<file path="config.mk">
export PLATFORM = sky130hd
export DESIGN_NAME = sreg_deser
export DESIGN_NICKNAME = d
export VERILOG_FILES = /design/src/rtl/sreg_deser.sv
export SDC_FILE = /design/constraint.sdc
export NUM_CORES = 1
export LEC_CHECK = 0
export ABC_AREA = 1
export ABC_CLOCK_PERIOD_IN_PS = 1800
export CORE_MARGIN = 2
export CORE_UTILIZATION = 55
export CTS_CLUSTER_DIAMETER = 150
export DETAILED_ROUTE_END_ITERATION = 7
export PLACE_DENSITY_LB_ADDON = 0.12
export RECOVER_POWER = 50
export SLEW_MARGIN = 20
export SYNTH_ARGS = -nofsm -noshare
export SYNTH_HDL_FRONTEND = slang
export SYNTH_SLANG_ARGS = --single-unit
export TNS_END_PERCENT = 30
</file>
<file path="constraint.sdc">
create_clock -name i_clk -period 1.8 [get_ports i_clk]
set_input_delay 0.36 -clock i_clk [delete_from_list [all_inputs] [get_ports i_clk]]
set_output_delay 0.36 -clock i_clk [all_outputs]
set_load 0.1 [all_outputs]
</file>
<file path="src/rtl/sreg_deser.sv">
// Serial-in/parallel-out deserializer: WIDTH bits per frame, LSB- or MSB-first per frame, one-word output holding register.
// Latency: word visible on o_pout/o_pout_valid the cycle after the edge that samples its last bit.
// Backpressure: a frame completing while the holding register is full and not being accepted is dropped and sets sticky o_ovr.
module sreg_deser #(
    parameter int WIDTH = 8
) (
    input  logic             i_clk,
    input  logic             i_rst,
    input  logic             i_sin,
    input  logic             i_sin_valid,
    input  logic             i_ud,
    input  logic             i_flush,
    output logic [WIDTH-1:0] o_pout,
    output logic             o_pout_valid,
    input  logic             i_pout_ready,
    output logic             o_busy,
    output logic             o_ovr,
    input  logic             i_clr_ovr
);

    localparam int CNT_W = (WIDTH > 2) ? $clog2(WIDTH) : 1;

    typedef enum logic {
        S_IDLE  = 1'b0,
        S_SHIFT = 1'b1
    } state_t;

    state_t           r_state;
    state_t           w_state_nxt;
    logic [WIDTH-1:0] r_sr;
    logic [WIDTH-1:0] w_sr_nxt;
    logic [WIDTH-1:0] w_shift;
    logic [CNT_W-1:0] r_cnt;
    logic [CNT_W-1:0] w_cnt_nxt;
    logic             r_dir;
    logic             w_dir_nxt;
    logic             w_dir_eff;
    logic             w_done;
    logic [WIDTH-1:0] r_pout;
    logic [WIDTH-1:0] w_pout_nxt;
    logic             r_pout_valid;
    logic             w_pout_valid_nxt;
    logic             r_busy;
    logic             r_ovr;
    logic             w_ovr_nxt;

    // The first bit of a frame uses the live direction input; later bits use the latched copy.
    assign w_dir_eff = (r_state == S_IDLE) ? i_ud : r_dir;
    assign w_shift   = w_dir_eff ? {i_sin, r_sr[WIDTH-1:1]} : {r_sr[WIDTH-2:0], i_sin};

    always_comb begin
        w_state_nxt = r_state;
        w_sr_nxt    = r_sr;
        w_cnt_nxt   = r_cnt;
        w_dir_nxt   = r_dir;
        w_done      = 1'b0;
        if (i_flush) begin
            w_state_nxt = S_IDLE;
            w_cnt_nxt   = '0;
        end else if (i_sin_valid) begin
            w_sr_nxt = w_shift;
            case (r_state)
                S_IDLE: begin
                    w_dir_nxt   = i_ud;
                    w_cnt_nxt   = CNT_W'(1);
                    w_state_nxt = S_SHIFT;
                end
                S_SHIFT: begin
                    if (r_cnt == CNT_W'(WIDTH - 1)) begin
                        w_done      = 1'b1;
                        w_cnt_nxt   = '0;
                        w_state_nxt = S_IDLE;
                    end else begin
                        w_cnt_nxt = r_cnt + CNT_W'(1);
                    end
                end
                default: w_state_nxt = S_IDLE;
            endcase
        end
    end

    always_comb begin
        w_pout_nxt       = r_pout;
        w_pout_valid_nxt = r_pout_valid;
        w_ovr_nxt        = r_ovr;
        if (i_clr_ovr) begin
            w_ovr_nxt = 1'b0;
        end
        if (w_done) begin
            if (!r_pout_valid || i_pout_ready) begin
                w_pout_nxt       = w_shift;
                w_pout_valid_nxt = 1'b1;
            end else begin
                w_ovr_nxt = 1'b1;
            end
        end else if (r_pout_valid && i_pout_ready) begin
            w_pout_valid_nxt = 1'b0;
        end
    end

    always_ff @(posedge i_clk or negedge i_rst) begin
        if (!i_rst) begin
            r_state      <= S_IDLE;
            r_sr         <= '0;
            r_cnt        <= '0;
            r_dir        <= 1'b0;
            r_pout       <= '0;
            r_pout_valid <= 1'b0;
            r_busy       <= 1'b0;
            r_ovr        <= 1'b0;
        end else begin
            r_state      <= w_state_nxt;
            r_sr         <= w_sr_nxt;
            r_cnt        <= w_cnt_nxt;
            r_dir        <= w_dir_nxt;
            r_pout       <= w_pout_nxt;
            r_pout_valid <= w_pout_valid_nxt;
            r_busy       <= (w_state_nxt == S_SHIFT);
            r_ovr        <= w_ovr_nxt;
        end
    end

    assign o_pout       = r_pout;
    assign o_pout_valid = r_pout_valid;
    assign o_busy       = r_busy;
    assign o_ovr        = r_ovr;

endmodule

</file>
# After elaboration in Yosys (flattened, before gate mapping)
# Cells that the tools add are included.
[op_classes]
n_addsub = 1
eq_ne = 2
n_mux = 20
bitwise_logic = 2
reduce_logical = 8
[op_table]
columns = ["op", "count"]
rows = [
  ["1-bit two-way mux", 14],
  ["3-bit two-way mux", 3],
  ["8-bit two-way mux", 1],
  ["3-bit one-hot mux with 2 select lines", 1],
  ["2-bit AND reduction", 3],
  ["2-bit nonzero test", 2],
  ["3-bit by 1-bit adder with 3-bit output (second input constant)", 1],
  ["3-bit equality test (second input constant)", 1],
  ["2-bit by 1-bit inequality test with 1-bit output (second input constant)", 1],
  ["1-bit inverter", 2],
  ["1-bit one-hot mux with 2 select lines", 1],
  ["1-bit logical AND", 1],
  ["1-bit logical NOT", 1],
  ["1-bit logical OR", 1],
]
[word_totals]
ff_bits = 23
inputBits = 8
output_inout_bits = 11

# Depth between registers and ports, before layout
[depth]
ltp_word = 7
depth_mapped = 7

# Worst setup path after synthesis
# Ideal clock, no wire load.
[synth_path]
kind = "flip-flop to flip-flop"
startpoint = "register o_busy (netlist name)"
endpoint = "register r_pout[0], in the netlist o_pout[0]"
setup_ns = 0.120
t_arrival_ns = 1.565
t_required_ns = 1.680
setup_slack_ns = 0.115
path_stages_with_launch = 7
n_path_buf = 1
synth_period_minus_slack_ns = 1.685
cell_sequence = "dfrtp_1 -> buf_6 -> nand2_1 -> nor2_1 -> nand2_2 -> nand2_1 -> nand2_1"
[synth_lines]
columns = ["item", "line_no", "rtl"]
rows = [
  ["end signal, assigned", "116", "r_pout <= w_pout_nxt;"],
  ["end, declared", "39", "logic [WIDTH-1:0] r_pout;"],
]

# Worst setup path in the final report
[layout_path]
startpoint = "input i_sin_valid"
endpoint = "register r_dir"
[layout_between]
elab_chain_cells = 1
[layout_lines]
columns = ["item", "line_no", "rtl"]
rows = [
  ["start, declared", "10", "input logic i_sin_valid,"],
  ["2-bit AND reduction (no source line)", "-", ""],
  ["end signal, assigned", "115", "r_dir <= w_dir_nxt;"],
  ["end, declared", "35", "logic r_dir;"],
]
# No other way between the ends.
# A chain may end at the register's enable or synchronous reset.

==> run_results.csv <==
group,metric,value,unit
setup_path,startpoint,"i_sin_valid",
pwr,p_per_area,740,mW/mm^2
floorplan,ios,19,
layout,final_cells,184,
place,dp_hpwl,1700,um
setup_path,cp_max_fo,12,
synthesis,syn_area_per_cell,8.11,um^2
layout,drive_above_1_share,15.3,%
pwr,comb_power_share,19.7,%
timing,fin_skew,0.00617,ns
place,gp_congestion,0.941,
setup_path,ff2ff_setup_slack,0.46,ns
clock_network,cts.sinks,23,
setup_path,worstSetupEndpointType,"flop",
timing,tightestPinTransition,0.678,ns
clock_network,root_buffer,"clkbuf_4",
synthesis,synth_compound_area_share,2.61,%
pwr,internal_power,0.734,mW
global_route,grt_pass1_wl,3750,um
clock_network,cts_resized,0,
pwr,swShare,29.9,%
synthesis,synth-edff-count,0,
timing,fmaxAchievable,0.650,GHz
synthesis,ys.flop_type,"dfrtp_1",
drt,wl_per_cell,11.9,um
synthesis,synthMuxAreaShare,0,%
place,dp_slack,0.240,ns
synthesis,synthTopCellsByArea,"dfrtp_1 (52%), nand2_1 (22%), nand3_1 (9.5%)",
layout,diodes,0,
clock_network,cts_buffers,3,
setup_path,criticalPathCategory,"primary input to flop",
synthesis,async_reset_ff_share,100,%
floorplan,core-area,0.00192,mm^2
drt,ant_nets,0,
clock_network,ctsHoldBuffers,0,
setup_path,arrival,1.77,ns
global_route,grt_max_degree,24,
drt,drtIter0Drc,42,
global_route,grt-ovfl-total,0,
synthesis,ys_seq_elements,23,
clock_network,cts_setup_buffers,0,
synthesis,yosys.area_share.simple,38.0,%
timing,report.final.slew_viol_count,0,
drt,vias,947,
clock_network,insertion_delay,0.31,ns
floorplan,start_util,57.4,%
drt,via_per_inst,5.15,
setup_path,worstReg2RegStart,"r_cnt[0]$_DFFE_PN0P_",
synthesis,synthXorXnorAreaFrac,0,%
synthesis,synth.net_count,146,
global_route,grt_usage,20.2,%
timing,hold_viol,0,
drt,drt-total-wl,2200,um
layout,syn_to_final_growth,28.4,%
synthesis,synthTopCellsByCount,"nand2_1 (65), dfrtp_1 (23), nand3_1 (21)",
timing,timing.final.crit_share,85.5,%
timing,grt_setup_unrepaired,"false",
synthesis,synth_top_area_share,52.2,%
pwr,clockPowerShare,21.9,%
synthesis,synthAdderAreaFrac,2.27,%
pwr,seq_power_share,58.4,%
setup_path,reg2reg_to,"o_pout[0]$_DFFE_PN0P_",
pwr,ir_worst_vdd,649,uV
timing,setup_viol,0,
pwr,p_leak,0.743,nW
clock_network,tritoncts,"built",
setup_path,crit_end,"r_dir$_DFFE_PN0P_",
place,port_buffers,18,
floorplan,dieArea,0.00238,mm^2
setup_path,crit_required,2.03,ns
synthesis,yosys_warnings,0,
synthesis,synthCells,136,
timing,min_period,1.54,ns
floorplan,fp-row-count,16,
global_route,grt_pass1_vias,872,
clock_network,htree_levels,1,
synthesis,synth_top_family_by_area,"simple AND/OR/NAND/NOR gates",
synthesis,synth_most_common_cell,"nand2_1",
synthesis,netlist_area,0.00110,mm^2
floorplan,die_x,48.8,um
worst_hold_path,hold_path_class,"primary input to async pin",
drt,dr.pass1.iters,4,
global_route,antenna_found_initial,0,
timing,worst_slack,0.261,ns
outcome,outcome,"finished clean",
timing,slew_headroom,54.6,%
synthesis,synth_cell_type_count,17,
timing,fin_setup_tns,0,ns
setup_path,r2r_cells,6,
flow_run,maxCapViolations,0,
clock_network,cts.path.max_buffers,2,
drt,drc_errors,0,
synthesis,ys_seq_area_share,52.2,%
pwr,power.switching,0.313,mW
floorplan,die_h,48.8,um
synthesis,synth_largest_area_cell,"dfrtp_1",
clock_network,clkSlewWorstSetupHoldPaths,0.12,ns
place,dpl.cell_count,180,
layout,nNetsFinal,168,
setup_path,start_kind,"primary input",
## power groups by stage
stage	clock network (mW)	registers [mW]	logic, mW
after floorplan	0	0.620	0.137
after global placement	0	0.619	0.200
after detailed placement	0	0.621	0.206
after CTS	0.235	0.610	0.207
after global routing	0.255	0.617	0.235
final	0.230	0.611	0.206
## worst max-delay path, cell delays in order
cell and delay (ns):
clkdlybuf4s50_1 0.53, inv_1 0.10, nor2_1 0.53, nand3_1 0.13, o21ai_0 0.12
## metrics by stage
step	utilization, %	hold WS (ns)	area [um^2]	power, mW
4_1_cts	75.1	0.414	1440	1.05
2_1_floorplan	-	0.0644	1100	0.757
3_5_place_dp	73.8	0.471	1420	0.827
6_report	73.6	0.475	1420	1.05
3_3_place_gp	73.8	0.466	1420	0.820
5_1_grt	73.6	0.504	1420	1.11
## state kept, by name, indices dropped and copies added, names as in the netlist
name	flops
o_pout	8
r_sr	8
r_cnt	3
o_busy	1
o_ovr	1
o_pout_valid	1
r_dir	1
## worst min-delay path by stage
stage / to / depth (start not counted) / slack [ns]
finish: r_dir$_DFFE_PN0P_ / 2 / 0.48
floorplan: o_busy$_DFFE_PN0P_ / 0 / 0.06
global route: o_pout[7]$_DFFE_PN0P_ / 2 / 0.50
detailed placement: r_sr[0]$_DFFE_PN0P_ / 2 / 0.47
global placement: r_sr[7]$_DFFE_PN0P_ / 2 / 0.47
CTS: o_pout[6]$_DFFE_PN0P_ / 2 / 0.41
## per-layer routing
layer,up-vias,global-route usage (%),wire [um]
met2,35,33.3,1060
met5,-,0,0
met4,0,5.71,36
li1,477,-,-
met1,430,28.2,998
met3,5,2.76,105
## cell usage in the layout (no fill, tap or decap), types with 3 or more instances in the layout
| cell type | synthesis | final |
|---|---|---|
| clkbuf_4 | 0 | 3 |
| nand3_1 | 21 | 21 |
| nand2_2 | 4 | 4 |
| clkdlybuf4s50_1 | 0 | 5 |
| nand2_1 | 65 | 65 |
| dfrtp_1 | 23 | 23 |
| buf_12 | 0 | 10 |
| inv_1 | 6 | 6 |
| o21ai_0 | 3 | 3 |
## cells by family after synthesis
family | Yosys count
and+or+nand+nor | 95
adders and majority gates | 2
DFF | 23
buffers and inverters | 11
AOI/OAI and AO/OA | 5
## cell type report
cell class / count / area, um^2
Multi-Input combinational cell: 102 / 459
Sequential cell: 23 / 576
Fill cell: 149 / 507
Clock buffer: 4 / 26.3
Tap cell: 27 / 33.8
Inverter: 8 / 30.0
Timing Repair Buffer: 20 / 290
(Power assumes the default switching activity.)
